--- src/rtl/fp_share_arb.sv ---
// rtl/fp_share_arb.sv - round-robin scheduler sharing one fixed-latency pipelined FP unit
module fp_share_arb #(
    parameter int NREQ   = 4,
    parameter int LAT    = 12,
    parameter int DW     = 32,
    parameter int MAXOUT = 8
) (
    input  logic              clk,
    input  logic              rst_n,
    input  logic [NREQ-1:0]   req_valid,
    output logic [NREQ-1:0]   req_ready,
    input  logic [NREQ*DW-1:0] req_a,
    input  logic [NREQ*DW-1:0] req_b,
    output logic              fp_in_valid,
    output logic [DW-1:0]     fp_a,
    output logic [DW-1:0]     fp_b,
    input  logic              fp_r_valid,
    input  logic [DW-1:0]     fp_r,
    output logic [NREQ-1:0]   res_valid,
    output logic [DW-1:0]     res_data,
    input  logic [NREQ-1:0]   res_credit,
    output logic              err
);
    localparam int IDW = (NREQ > 1) ? $clog2(NREQ) : 1;
    localparam int CW  = $clog2(MAXOUT + 1);
    localparam int WW  = $clog2(LAT + 2);
    localparam logic [CW-1:0] MAXC      = CW'(MAXOUT);
    localparam logic [WW-1:0] WARM_INIT = WW'(LAT + 1);

    logic [IDW-1:0] ptr;
    logic [CW-1:0]  cnt [NREQ];
    logic [NREQ-1:0] elig;
    logic           gnt_any;
    logic [IDW-1:0] gnt_id;
    logic [IDW-1:0] idx;
    logic [IDW-1:0] issue_id;
    logic [LAT-1:0] tag_v;
    logic [IDW-1:0] tag_id [LAT];
    logic [WW-1:0]  warm;
    logic           underflow;
    logic           tag_err;

    always_comb begin
        for (int i = 0; i < NREQ; i++) begin
            elig[i] = req_valid[i] && (cnt[i] < MAXC);
        end
    end

    // First eligible requester at or after ptr, wrapping.
    always_comb begin
        gnt_any   = 1'b0;
        gnt_id    = '0;
        idx       = '0;
        req_ready = '0;
        for (int k = 0; k < NREQ; k++) begin
            idx = IDW'((int'(ptr) + k) % NREQ);
            if (!gnt_any && elig[idx]) begin
                gnt_any = 1'b1;
                gnt_id  = idx;
            end
        end
        if (gnt_any) begin
            req_ready[gnt_id] = 1'b1;
        end
    end

    always_comb begin
        underflow = 1'b0;
        for (int i = 0; i < NREQ; i++) begin
            if (res_credit[i] && !req_ready[i] && (cnt[i] == '0)) begin
                underflow = 1'b1;
            end
        end
    end

    assign tag_err = (warm == '0) && (fp_r_valid != tag_v[LAT-1]);

    always_ff @(posedge clk or negedge rst_n) begin
        if (!rst_n) begin
            ptr         <= '0;
            fp_in_valid <= 1'b0;
            fp_a        <= '0;
            fp_b        <= '0;
            issue_id    <= '0;
        end else begin
            fp_in_valid <= gnt_any;
            if (gnt_any) begin
                fp_a     <= req_a[gnt_id*DW +: DW];
                fp_b     <= req_b[gnt_id*DW +: DW];
                issue_id <= gnt_id;
                if (gnt_id == IDW'(NREQ - 1)) begin
                    ptr <= '0;
                end else begin
                    ptr <= gnt_id + 1'b1;
                end
            end
        end
    end

    // Requester ID travels alongside the FP unit so results can be steered home.
    always_ff @(posedge clk or negedge rst_n) begin
        if (!rst_n) begin
            tag_v <= '0;
            for (int s = 0; s < LAT; s++) begin
                tag_id[s] <= '0;
            end
        end else begin
            tag_v[0]  <= fp_in_valid;
            tag_id[0] <= issue_id;
            for (int s = 1; s < LAT; s++) begin
                tag_v[s]  <= tag_v[s-1];
                tag_id[s] <= tag_id[s-1];
            end
        end
    end

    always_ff @(posedge clk or negedge rst_n) begin
        if (!rst_n) begin
            res_valid <= '0;
            res_data  <= '0;
        end else begin
            res_valid <= '0;
            if (tag_v[LAT-1]) begin
                res_valid[tag_id[LAT-1]] <= 1'b1;
                res_data                 <= fp_r;
            end
        end
    end

    always_ff @(posedge clk or negedge rst_n) begin
        if (!rst_n) begin
            for (int i = 0; i < NREQ; i++) begin
                cnt[i] <= '0;
            end
        end else begin
            for (int i = 0; i < NREQ; i++) begin
                if (req_ready[i] && !res_credit[i]) begin
                    cnt[i] <= cnt[i] + 1'b1;
                end else if (!req_ready[i] && res_credit[i] && (cnt[i] != '0)) begin
                    cnt[i] <= cnt[i] - 1'b1;
                end
            end
        end
    end

    // Warm-up masks the tag check while an unreset FP pipeline drains.
    always_ff @(posedge clk or negedge rst_n) begin
        if (!rst_n) begin
            warm <= WARM_INIT;
            err  <= 1'b0;
        end else begin
            if (warm != '0) begin
                warm <= warm - 1'b1;
            end
            if (underflow || tag_err) begin
                err <= 1'b1;
            end
        end
    end
endmodule

--- config.mk ---
export PLATFORM = sky130hd
export DESIGN_NAME = fp_share_arb
export DESIGN_NICKNAME = d
export VERILOG_FILES = /design/src/rtl/fp_share_arb.sv
export SDC_FILE = /design/constraint.sdc
export NUM_CORES = 1
export LEC_CHECK = 0
export BUFFER_PORTS_ARGS = -buffer_cell sky130_fd_sc_hd__buf_2
export CORE_AREA = 8 8 152 154
export CTS_CLUSTER_DIAMETER = 50
export CTS_CLUSTER_SIZE = 16
export DETAILED_ROUTE_END_ITERATION = 16
export DIE_AREA = 0 0 160 162
export MAX_ROUTING_LAYER = met4
export PLACE_DENSITY = 0.7
export SYNTH_ARGS = -nofsm -noshare
export SYNTH_HDL_FRONTEND = slang
export SYNTH_SLANG_ARGS = --single-unit
--- constraint.sdc ---
create_clock -name clk -period 6.7 [get_ports clk]
set_input_delay 0.67 -clock clk [delete_from_list [all_inputs] [get_ports clk]]
set_output_delay 0.67 -clock clk [all_outputs]
set_load 0.05 [all_outputs]
After elaboration in Yosys (flattened, before gate mapping)
Cells that the tools add are included.
- bits in registers: 162
- output and inout bits: 106
- logic and storage cells: 142
- equality and inequality tests: 2
- magnitude comparators: 12
- shift-type cells: 2
- reductions and logical operators: 52
- $add $sub $neg: 13
- muxes and demuxes: 35
- operators by type and width (kind ; number):
    $shiftx A128 B8 Y32 ; 2
    $mux W4 ; 10
    $logic_and A1 B1 Y1 ; 26
    $logic_not A4 Y1 ; 5
    $reduce_bool A4 Y1 ; 5
    $sub A4 B1 Y4 const B ; 5
    $lt A2 B3 Y1 const B ; 6
    $add A4 B1 Y4 const B ; 4
    $lt A4 B4 Y1 const B ; 4
    $mux W1 ; 14
    $logic_not A1 Y1 ; 11
    $mux W2 ; 5
    $bmux W1 S2 ; 4
    $reduce_bool A2 Y1 ; 4
    $add A2 B1 Y2 const B ; 2
    $add A2 B2 Y2 const B ; 2
    $demux W1 S2 ; 2
    $ge A2 B1 Y1 const B ; 2
    $eq A2 B2 Y1 const B ; 1
    $logic_or A1 B1 Y1 ; 1
    $ne A1 B1 Y1 ; 1

Logic depth before layout (Yosys ltp)
Gate-level depths: netlist of the first run.
- depth in word-level cells: 27
- depth in mapped cells: 13

Worst setup path before layout of the first run
No wires, ideal clock.
- path type: input to register
- from: input port req_valid[3]
- to: register cnt[11] in the netlist's numbering
- setup slack: 3.756 ns
- data arrival time: 2.864 ns
- stages on the path: 13
- cells stage by stage: nor2b_1 buf_2 o21ai_1 and3_1 buf_2 buf_2 nand2_1 ha_1 a21o_1 a21oi_1 nor2_1 a22oi_1 xnor2_1
- word-level cells in the longest chain between the ends: 22
- elaborated cells between the ends (all ways): 35
- ends and longest elaborated chain (item ; RTL line ; source):
    start: declaration ; 10 ; input logic [NREQ-1:0] req_valid,
    $logic_and A1 B1 Y1 * ; 45 ; elig[i] = req_valid[i] && (cnt[i] < MAXC);
    $bmux W1 S2 ; 57 ; if (!gnt_any && elig[idx]) begin
    $mux W1 (implied by the code) ; 57 ;
    $mux W1 ; 57 ;
    $logic_not A1 Y1 ; 57 ;
    $logic_and A1 B1 Y1 ; 57 ;
    $mux W1 ; 57 ;
    $logic_not A1 Y1 ; 57 ;
    (+6 left out) ; -- ;
    $logic_and A1 B1 Y1 (implied by the code) ; 63 ; req_ready[gnt_id] = 1'b1;
    $mux W1 (implied by the code) ; 63 ;
    $demux W1 S2 ; 63 ;
    $mux W4 * ; 62 ; if (gnt_any) begin
    net req_ready[1] ; 11 ; output logic [NREQ-1:0] req_ready,
    $logic_not A1 Y1 ; 139 ; end else if (!req_ready[i] && res_credit[i] && (cnt[i] != '0)) begin
    $logic_and A1 B1 Y1 (2 in series) ; 139 ;
    $reduce_bool A2 Y1 (no source line) ; -- ;
    end signal: indexed assignment ; 138 ; cnt[i] <= cnt[i] + 1'b1;
    end signal: indexed assignment ; 140 ; cnt[i] <= cnt[i] - 1'b1;
    end: declaration ; 31 ; logic [CW-1:0] cnt [NREQ];
The timed path passes the listed nets; every way through them passes the cells marked *. The select of a mux whose other input is x is not followed.
A chain may end at the register's enable or synchronous reset.

Final worst setup path of the first run
- from: register cnt[3] in the netlist's numbering
- to: output port req_ready[1]
- word-level cells in the longest chain between the ends: 19
- elaborated cells between the ends (all ways): 30
- ends and longest elaborated chain (item ; RTL line):
    $lt A4 B4 Y1 * ; 45
    $logic_and A1 B1 Y1 * ; 45
    $bmux W1 S2 ; 57
    $mux W1 (implied by the code) ; 57
    $mux W1 ; 57
    $logic_not A1 Y1 ; 57
    $logic_and A1 B1 Y1 ; 57
    $mux W1 ; 57
    (+3 left out) ; --
    $logic_not A1 Y1 ; 57
    $logic_and A1 B1 Y1 ; 57
    $mux W2 ; 57
    $lt A2 B3 Y1 (implied by the code) / $ge A2 B1 Y1 (equally long branches) ; 63
    $logic_and A1 B1 Y1 (implied by the code) ; 63
    $mux W1 (implied by the code) ; 63
    $demux W1 S2 ; 63
    $mux W4 * ; 62
    end: declaration ; 11
Mark *: on every way between the ends. The rest lies on a longest branch, timed or not. The select of a mux whose other input is x is not followed.

==> results.json, run 1 <==
{
  "synth_seq_cells": 162,
  "vdd_drop_max_v": 0.000227,
  "synth.top_cells.by_count": "159 x dfrtp_1, 75 x mux2i_1, 65 x o22ai_1",
  "grt_max_degree": 106,
  "drtIter0Drc": 519,
  "timing.final.hold_violations": 0,
  "die_h_um": 162,
  "status": "complete, no violations",
  "cts-root-buf": "clkbuf_16",
  "setup_violations": 0,
  "rows": 53,
  "fillers": 1904,
  "dieArea_um2": 25900,
  "antenna_found_initial": 6,
  "fin_nets": 1398,
  "synthesis.area_um2": 8020,
  "routed_wl_um": 29300,
  "pwr_density_cell_nw_per_um2": 566,
  "period_minus_slack_ns": 3.56,
  "relSlewSlack": 0.368,
  "max_freq_mhz": 281,
  "post_cts_buffers": 0,
  "synth_top_cell_area_share": 0.496,
  "end_kind": "primary output",
  "cpMaxStageDelayCell": "nor2b_2",
  "grt_pass1_wl_um": 44400,
  "r2r_cells": 8,
  "fin_skew_ns": 0.0129,
  "ant_nets": 0,
  "p_comb_frac": 0.560,
  "power.static_leakage_nw": 5.12,
  "cts.repair.resized": 0,
  "critPathMaxStageDelay_ns": 0.76,
  "initial_utilization": 0.388,
  "path_max_fanout": 43,
  "yosysTopAreaCell": "dfrtp_1",
  "ys_warn_count": 0,
  "synth.most_common_cell": "dfrtp_1",
  "htreeDepth": 4,
  "grt_pass1_vias": 7597,
  "place.gp.congestion": 1.00,
  "drv_slew": 0,
  "clkPwrFrac": 0.160,
  "netlist_instances": 709,
  "seq_area_frac_synth": 0.506,
  "p_switching_mw": 3.08,
  "timing.hold.ws_ns": 0.345,
  "routed_via_density": 5.35,
  "drive_gt1_frac": 0.455,
  "place_hpwl_um": 22700,
  "max_slew.worst_pin.slew_ns": 0.944,
  "grt_overflow": 0,
  "synth_edf_count": 0,
  "die_x_um": 160,
  "clkTransAtPathRegs_ns": 0.07,
  "crit_chain": "nor2b_2 -> o21ai_1 -> and3_2 -> buf_4 -> buf_2",
  "syn_to_final_growth_pct": 35.0,
  "p_sw_frac": 0.502,
  "insertion_delay_ns": 0.43,
  "cts-buffers-inserted": 17,
  "async_flop_share": 1.00,
  "hold_buffers": 0,
  "post_drt_wl_per_cell_um": 21.2,
  "ys_types": 59,
  "portBuffers": 404,
  "synth_ff_type": "dfrtp_1",
  "dr_total_vias": 7388,
  "worst_ep_required_time_ns": 6.03,
  "rsz0062_at_grt": "no",
  "critPathLaunchType": "flip-flop",
  "syn_avg_cell_area_um2": 11.3,
  "cts_tree": "built",
  "synth.net_count": 1021,
  "synthTopCellsByArea": "dfrtp_1 50%, mux2i_1 9.4%, a221oi_1 6.1%",
  "cp.arrival_ns": 2.89,
  "ioPinCount": 405,
  "hold_path_depth": 0,
  "drc_errors": 0,
  "fp.coreArea_um2": 20700,
  "seq_power_share": 0.280,
  "internal_power_mw": 3.05,
  "clockBufferDepth": 2,
  "finalCritPeriodShare": 0.531,
  "crit_type": "reg -> out",
  "firstDrtPassIters": 5,
  "tns_ns": 0,
  "maxCapViolCount": 0,
  "hp-class": "reg -> reg",
  "cts_sinks": 162,
  "gr-usage-all-layers": 0.225
}
final timing paths:
path	startpoint	to	slack (ns)
max in group asynchronous	rst_n	fp_a[11]$_DFFE_PN0N_	4.98
setup / recovery	cnt[3]$_DFFE_PN0P_	req_ready[1]	3.14
hold reg to reg	tag_id[11]$_DFF_PN0_	tag_id[9]$_DFF_PN0_	0.34
min in group asynchronous	rst_n	res_data[4]$_DFFE_PN0P_	0.37
setup reg to reg	cnt[7]$_DFFE_PN0P_	fp_a[13]$_DFFE_PN0N_	3.25
hold / removal	tag_id[11]$_DFF_PN0_	tag_id[9]$_DFF_PN0_	0.34
cell type report:
cell class / instances / area, µm² / share of cell area
diodes: 8 / 20.0 / 0.00185
multi-input cells: 470 / 3620 / 0.334
well taps: 275 / 344 / 0.0318
clock inverters: 14 / 160 / 0.0148
inverters: 21 / 78.8 / 0.00728
flip-flops and latches: 162 / 4060 / 0.375
clock buffers: 18 / 439 / 0.0406
repair buffers: 414 / 2100 / 0.194
metal layers:
metal / vias up / track usage / wire (µm)
li1: 3435 / - / -
met4: 0 / 0.0833 / 458
met5: - / - / 0
met1: 3555 / 0.270 / 12000
met2: 361 / 0.359 / 14400
met3: 37 / 0.0618 / 2490
layout by cell type, fill, tap and decap left out, types with 5 or more instances in the layout:
cell type	netlist	routed
a211oi_1	10	10
a21o_1	7	7
a21oi_1	14	13
a221oi_1	56	56
buf_2	19	403
buf_4	4	10
clkbuf_16	0	17
dfrtp_1	159	159
diode_2	0	8
ha_1	9	9
inv_1	20	20
inv_8	0	5
mux2_2	34	34
mux2i_1	75	75
nand2_1	25	25
nand2b_1	6	6
nor2_1	62	62
nor2b_1	6	5
o21ai_0	25	25
o22ai_1	65	65
o31ai_1	11	11
xnor2_1	7	7
xor2_1	6	6
metrics by stage:
step                      utilization  total power, mW  std cells  setup WS, ns  instance area [µm²]
after CTS                       0.522             6.19       1374          3.08                10800
after floorplan                     -             4.33        709          3.76                 8020
after global placement          0.493             5.13       1342          3.00                10200
after detailed placement        0.493             5.19       1342          2.91                10200
final                           0.523             6.13       1382          3.14                10800
after global routing            0.523             6.52       1380          2.90                10800
cell families (layout without fill, tap and decap cells):
| kind of cell | count (synthesis) | in the layout | synth area share |
|---|---|---|---|
| xor gates and xnor gates | 13 | 13 | 0.0142 |
| other | 0 | 8 | 0 |
| DFF | 162 | 162 | 0.506 |
| and+or+nand+nor | 125 | 125 | 0.0738 |
| AOI/OAI and AO/OA | 206 | 206 | 0.187 |
| buffers and inverters | 77 | 467 | 0.0474 |
| adders and majority gates | 13 | 13 | 0.0240 |
| muxes | 113 | 113 | 0.148 |
critical path, delay by kind of cell, from the launching register on:
kind,cells,cell delay (ns)
AO/OA/AOI/OAI,1,0.21
buffers and inverters,2,0.62
flip-flops,1,0.42
AND/OR/NAND/NOR,2,1.20
power by group through the flow:
stage	clock network [mW]	logic [mW]	registers [mW]
floorplan	0	1.67	2.66
global placement	0	3.42	1.71
detailed placement	0	3.46	1.73
CTS	1.01	3.47	1.72
global route	1.05	3.70	1.78
finish	0.980	3.43	1.72
flip-flops by register name, summed over array words and instances, names as in the netlist:
signal	count
warm	4
cnt	16
tag_v	12
fp_b	32
fp_in_valid	1
ptr	2
res_valid	4
res_data	32
err	1
tag_id	24
issue_id	2
fp_a	32
Note: power is estimated with default switching activity, not from simulation.
==> run 2, diff against run 1 <==
--- a/config.mk
+++ b/config.mk
@@ -12,7 +12,7 @@
 export DETAILED_ROUTE_END_ITERATION = 16
 export DIE_AREA = 0 0 160 162
 export MAX_ROUTING_LAYER = met4
-export PLACE_DENSITY = 0.7
+export PLACE_DENSITY = 0.73
 export SYNTH_ARGS = -nofsm -noshare
 export SYNTH_HDL_FRONTEND = slang
 export SYNTH_SLANG_ARGS = --single-unit
==> constraint.sdc (replaced) <==
create_clock -name clk -period 2.97 [get_ports clk]
set_input_delay 0.297 -clock clk [delete_from_list [all_inputs] [get_ports clk]]
set_output_delay 0.297 -clock clk [all_outputs]
set_load 0.05 [all_outputs]
==> run 2 against run 1 <==
Sequential power increased by 130%. Cell area up 1.4%. Largest power group unchanged. Worst setup slack worse by 2.7 ns. Clock-buffer cell count fell by 1. Flip-flop and latch count stayed put. First-iteration DRC count rose by 13%. Final cell count grew 0.65%. Total power up 130%. Non-clock buffer count up 12. Highest routed layer unchanged.
==> results.json, run 2 (synthesis gave the netlist of run 1 again) <==
{
  "firstDrtPassIters": 8,
  "cp.arrival_ns": 2.87,
  "cts.repair.resized": 0,
  "dr_total_vias": 7425,
  "period_minus_slack_ns": 2.57,
  "rsz0062_at_grt": "no",
  "power_mw": 14.1,
  "die_x_um": 160,
  "hold_path_depth": 2,
  "cts-buffers-inserted": 17,
  "clkTransAtPathRegs_ns": 0.08,
  "post_cts_buffers": 0,
  "cts-root-buf": "clkbuf_16",
  "grt_pass1_wl_um": 44600,
  "routed_wl_um": 29600,
  "hold_end": "res_data[26]$_DFFE_PN0P_",
  "place.gp.congestion": 0.967,
  "max_freq_mhz": 390,
  "vdd_drop_max_v": 0.000693,
  "layout_common_cells": "403 x buf_2, 159 x dfrtp_1, 75 x mux2i_1, 65 x o22ai_1, 62 x nor2_1",
  "fp.coreArea_um2": 20700,
  "setup_violations": 0,
  "placement.cell_area_um2": 10300,
  "routed_via_density": 5.34,
  "htreeDepth": 4,
  "portBuffers": 404,
  "rows": 53,
  "max_slew.worst_pin.slew_ns": 0.931,
  "reg_top3": "fp_a (32), fp_b (32), res_data (32)",
  "power.static_leakage_nw": 5.20,
  "finalCritPeriodShare": 0.864,
  "drive_gt1_frac": 0.460,
  "instances_no_fill": 1391,
  "p_switching_mw": 7.15,
  "r2r-end": "cnt[15]$_DFFE_PN0P_",
  "ff2ff_setup_slack_ns": 0.40,
  "r2r-start": "cnt[7]$_DFFE_PN0P_",
  "seq_power_share": 0.277,
  "fin_nets": 1410,
  "p_comb_frac": 0.567,
  "place_hpwl_um": 23000,
  "antenna_found_initial": 5,
  "hp-class": "in -> reg",
  "clockBufferDepth": 2,
  "worst_ep_required_time_ns": 3.27,
  "grt_max_degree": 87,
  "crit_type": "reg -> reg",
  "cts_sinks": 162,
  "ant_nets": 0,
  "syn_to_final_growth_pct": 36.8,
  "drc_errors": 0,
  "fin_skew_ns": 0.0125,
  "dieArea_um2": 25900,
  "die_h_um": 162,
  "drv_slew": 0,
  "gr-usage-all-layers": 0.227,
  "critPathLaunchType": "flip-flop",
  "min-delay-start": "fp_r[26]",
  "clkPwrFrac": 0.156,
  "stdcell_area_um2": 11000,
  "drtIter0Drc": 584,
  "end_kind": "flip-flop",
  "path_max_fanout": 9,
  "initial_utilization": 0.388,
  "final_common_cell": "buf_2",
  "r2r_cells": 10,
  "insertion_delay_ns": 0.42,
  "timing.final.hold_violations": 0,
  "status": "complete, no violations",
  "grt_overflow": 0,
  "tns_ns": 0,
  "pwr_density_cell_nw_per_um2": 1280,
  "cts_tree": "built",
  "maxCapViolCount": 0,
  "dp.cells": 1353,
  "internal_power_mw": 6.95,
  "p_sw_frac": 0.507,
  "grt_pass1_vias": 7767,
  "relSlewSlack": 0.379,
  "hold_buffers": 1,
  "post_drt_wl_per_cell_um": 21.3,
  "ioPinCount": 405
}
==> run 2: power groups by stage <==
stage / Clock [mW] / Sequential (mW) / Combinational (mW)
after CTS: 2.26 / 3.90 / 8.04
after global routing: 2.35 / 4.03 / 8.57
after detailed placement: 0 / 3.92 / 8.04
after global placement: 0 / 3.87 / 7.91
after floorplan: 0 / 6.00 / 3.76
final: 2.20 / 3.90 / 7.99
==> run 2: area by class of cell <==
type	count	area [µm²]
clock buffers	17	425
fillers	1854	9720
inverters	21	78.8
repair buffers	426	2250
well taps	275	344
diodes	5	12.5
multi-input cells	470	3620
flip-flops and latches	162	4060
clock inverters	15	188
==> run 2: how the worst max path moves through the flow <==
stage / start / end / slack (ns) / depth (start not counted)
6_report: cnt[7]$_DFFE_PN0P_ / cnt[15]$_DFFE_PN0P_ / 0.40 / 10
5_1_grt: ptr[0]$_DFFE_PN0N_ / fp_b[19]$_DFFE_PN0N_ / 0.16 / 6
4_1_cts: cnt[11]$_DFFE_PN0P_ / req_ready[1] / 0.39 / 4
3_5_place_dp: cnt[7]$_DFFE_PN0P_ / cnt[15]$_DFFE_PN0P_ / 0.42 / 10
3_3_place_gp: cnt[7]$_DFFE_PN0P_ / fp_a[16]$_DFFE_PN0N_ / 0.47 / 6
2_1_floorplan: ptr[1]$_DFFE_PN0N_ / cnt[7]$_DFFE_PN0P_ / 0.29 / 10
==> run 2: metal layers <==
layer / wire length, µm / up-vias / share of wire / track usage
met5: 0 / - / 0 / -
met4: 673 / 0 / 0.023 / 0.0748
met3: 2380 / 40 / 0.080 / 0.0623
met2: 14500 / 401 / 0.49 / 0.370
met1: 12000 / 3528 / 0.41 / 0.271
li1: - / 3456 / - / -
==> run 2: stage by stage <==
| stage | setup WS [ns] | hold slack [ns] | utilization |
|---|---|---|---|
| after floorplan | 0.292 | 0.00141 | - |
| after global placement | 0.466 | 0.325 | 0.500 |
| after detailed placement | 0.417 | 0.321 | 0.500 |
| after CTS | 0.391 | 0.0890 | 0.530 |
| after global routing | 0.159 | 0.0823 | 0.530 |
| final | 0.404 | 0.105 | 0.530 |
==> run 2: worst max-delay path: stages (launching register included) <==
cell and delay (ns):
dfrtp_1 0.44, nand2b_1 0.40, a21oi_1 0.18, a21oi_4 0.30, nand2_1 0.16, ha_1 0.29, a21o_1 0.15, a21oi_1 0.16
nor2b_1 0.14, mux2i_1 0.09, xnor2_1 0.14
==> run 3, diff against run 2 <==
--- a/config.mk
+++ b/config.mk
@@ -5,14 +5,17 @@
 export SDC_FILE = /design/constraint.sdc
 export NUM_CORES = 1
 export LEC_CHECK = 0
+export ABC_AREA = 1
 export BUFFER_PORTS_ARGS = -buffer_cell sky130_fd_sc_hd__buf_2
-export CORE_AREA = 8 8 152 154
+export CORE_AREA = 8 8 153 155
 export CTS_CLUSTER_DIAMETER = 50
 export CTS_CLUSTER_SIZE = 16
 export DETAILED_ROUTE_END_ITERATION = 16
-export DIE_AREA = 0 0 160 162
+export DIE_AREA = 0 0 161 163
+export HOLD_SLACK_MARGIN = 0.15
 export MAX_ROUTING_LAYER = met4
 export PLACE_DENSITY = 0.73
+export SKIP_LAST_GASP = 1
 export SYNTH_ARGS = -nofsm -noshare
 export SYNTH_HDL_FRONTEND = slang
 export SYNTH_SLANG_ARGS = --single-unit
==> run 3 against run 2 <==
Worst hold slack gained 0.064 ns. Non-clock buffer count is 26 higher. Wire length decreased by 0.73%. Critical path depth grew 2. Final cell count grew 26%. Global-route usage fell by 0.58 points. Register-to-register slack lost 0.21 ns. Maximum frequency decreased by 9.9%. First-iteration DRC count up 50%.
==> results.json, run 3 <==
{
  "async_flop_share": 1.00,
  "dr_total_vias": 8625,
  "reg_top3": "fp_a (32), fp_b (32), res_data (32)",
  "layout_common_cells": "615 x nand2_1, 401 x buf_2, 158 x dfrtp_1, 67 x nand4_1, 33 x dlygate4sd3_1",
  "r2r_cells": 20,
  "synth_edf_count": 0,
  "fp.coreArea_um2": 20800,
  "cts-root-buf": "clkbuf_16",
  "critPathLaunchType": "flip-flop",
  "relSlewSlack": 0.306,
  "cts_sinks": 162,
  "ys_types": 40,
  "pwr_density_cell_nw_per_um2": 1520,
  "hold_end": "fp_a[21]$_DFFE_PN0N_",
  "synthTopCellsByArea": "dfrtp_1 49%, nand2_1 28%, nand4_1 5.1%",
  "crit_cells": 12,
  "clockBufferDepth": 2,
  "cts-buffers-inserted": 17,
  "cpMaxStageDelayCell": "dfrtp_2",
  "rsz0062_at_grt": "yes",
  "drc_errors": 0,
  "drv_slew": 0,
  "synth_top_cell_area_share": 0.487,
  "synth.most_common_cell": "nand2_1",
  "power_mw": 17.2,
  "path_delay_family": "simple AND/OR/NAND/NOR gates",
  "clkTransAtPathRegs_ns": 0.07,
  "dieArea_um2": 26200,
  "post_drt_wl_per_cell_um": 16.8,
  "cts_tree": "built",
  "routed_wl_um": 29400,
  "grt_overflow": 0,
  "end_kind": "primary output",
  "initial_utilization": 0.392,
  "crit_chain": "clkinv_4 -> nand3_2 -> nand2_1 -> nand2_1 -> nand2_1 -> nor2_1 -> nor2_1 -> nand2_2 -> nand2_4 -> nor2_4 -> buf_12 -> clkbuf_4",
  "grt_pass1_vias": 8748,
  "crit_path_frequent_cell": "nand2_1",
  "synth.net_count": 1357,
  "insertion_delay_ns": 0.42,
  "status": "complete, no violations",
  "hold_path_depth": 5,
  "ioPinCount": 405,
  "max_slew.worst_pin.slew_ns": 1.03,
  "dp.cells": 1688,
  "place.gp.congestion": 0.928,
  "grt_max_degree": 66,
  "routed_via_density": 4.92,
  "gr-usage-all-layers": 0.222,
  "r2r-start": "ptr[0]$_DFFE_PN0N_",
  "max_freq_mhz": 351,
  "grt_pass1_wl_um": 45400,
  "synth_seq_cells": 162,
  "instances_no_fill": 1754,
  "drtIter0Drc": 878,
  "htreeDepth": 4,
  "netlist_instances": 1045,
  "crit_type": "reg -> out",
  "period_minus_slack_ns": 2.85,
  "ys_warn_count": 0,
  "die_x_um": 161,
  "timing.final.hold_violations": 0,
  "fin_nets": 1778,
  "finalCritPeriodShare": 0.959,
  "synth_ff_type": "dfrtp_1",
  "cp.arrival_ns": 2.55,
  "hp-class": "in -> reg",
  "diodes": 0,
  "yosysTopAreaCell": "dfrtp_1",
  "syn_avg_cell_area_um2": 7.81,
  "seq_area_frac_synth": 0.497,
  "firstDrtPassIters": 7,
  "place_hpwl_um": 22400,
  "finish.utilization": 0.545,
  "tns_ns": 0,
  "synthesis.area_um2": 8160,
  "r2r-end": "cnt[7]$_DFFE_PN0P_",
  "synth.top_cells.by_count": "617 x nand2_1, 159 x dfrtp_1, 67 x nand4_1",
  "die_h_um": 163,
  "syn_to_final_growth_pct": 38.9,
  "rows": 53,
  "maxCapViolCount": 0,
  "path_max_fanout": 65,
  "setup_violations": 0,
  "fin_skew_ns": 0.0174,
  "power.static_leakage_nw": 6.15,
  "critPathMaxStageDelay_ns": 0.49,
  "vdd_drop_max_v": 0.00111,
  "finalWorstSetupSlack_ns": 0.122,
  "ant_nets": 0,
  "min-delay-start": "req_a[21]",
  "portBuffers": 404,
  "antenna_found_initial": 0,
  "drive_gt1_frac": 0.339,
  "worst_ep_required_time_ns": 2.67,
  "post-place-ws_ns": 0.0496,
  "ff2ff_setup_slack_ns": 0.19,
  "final_common_cell": "nand2_1",
  "path_buf_inv": 3
}
[run 3: cell count changes in the layout (fill, tap and decap cells not counted), moves of 32 or more]
cell           before  now
nor2_1             62    5
a221oi_1           56    0
mux2_2             34    0
nand2_1            25  615
mux2i_1            75    0
o22ai_1            65    0
nand4_1             3   67
dlygate4sd3_1       1   33
[run 3: worst max-delay path by stage]
stage / startpoint / endpoint / slack, ns
detailed placement: ptr[0]$_DFFE_PN0N_ / cnt[3]$_DFFE_PN0P_ / 0.05
floorplan: ptr[0]$_DFFE_PN0N_ / cnt[7]$_DFFE_PN0P_ / 0.47
finish: ptr[0]$_DFFE_PN0N_ / req_ready[3] / 0.12
global route: ptr[0]$_DFFE_PN0N_ / req_ready[3] / -0.06
CTS: ptr[0]$_DFFE_PN0N_ / req_ready[3] / 0.02
global placement: ptr[0]$_DFFE_PN0N_ / cnt[7]$_DFFE_PN0P_ / 0.18
[run 3: cells by family (layout without fill, tap and decap cells)]
logic type,count (synthesis),count (layout),synth area share
AO/OA/AOI/OAI,16,16,0.0120
flip-flops,162,162,0.497
XOR/XNOR,8,8,0.00858
adder cells (fa/ha/maj),13,13,0.0236
AND/OR/NAND/NOR,760,760,0.397
buffers and inverters,86,520,0.0616
[run 3: through the flow]
stage | area, µm² | hold WS, ns
floorplan | 8160 | 0.00141
global placement | 10400 | 0.333
detailed placement | 10400 | 0.335
CTS | 11300 | 0.153
global route | 11300 | 0.168
finish | 11300 | 0.169
[run 3: worst register-to-register path, stage by stage (launching register included)]
cell      delay [ns]
dfrtp_2         0.49
clkinv_4        0.11
nand2_1         0.07
nand2_2         0.11
nand3_2         0.09
nand2_4         0.11
nand3_2         0.09
inv_2           0.07
nand3_1         0.11
nand2_4         0.14
nand2_4         0.08
or2_4           0.27
ha_1            0.33
nand2_1         0.08
nand2_1         0.05
a31oi_1         0.18
inv_1           0.06
nand2_1         0.08
nand2_1         0.05
nand2_1         0.05
nand2_1         0.04
[run 3: layer usage]
| metal | up-vias | track usage | share of wire |
|---|---|---|---|
| met5 | - | - | 0 |
| met4 | 0 | 0.0812 | 0.017 |
| met3 | 44 | 0.0538 | 0.073 |
| met2 | 425 | 0.371 | 0.50 |
| met1 | 4012 | 0.256 | 0.41 |
| li1 | 4144 | - | - |
[run 3: final cells by class]
class,instances,area (µm²)
inverter,36,145
clock inverter,15,193
clock buffer,17,425
sequential,162,4060
tap,275,344
timing repair buffer,452,2550
multi-input combinational,797,3620
fill,1922,9480
[run 3: where the power goes]
part | internal [mW] | total [mW] | leakage, nW | switching [mW]
Combinational | 3.17 | 11.2 | 3.94 | 8.00
Sequential | 3.26 | 3.80 | 1.91 | 0.538
Clock | 1.21 | 2.22 | 0.292 | 1.01
[run 3: timing repair]
item	4_1_cts	5_1_grt
gates resized for setup	1	8
endpoints found under the hold margin	94	0
buffers inserted	0	1
endpoints found under the setup margin	3	6
pin swaps	0	1
cloned	0	0
hold buffers	33	0
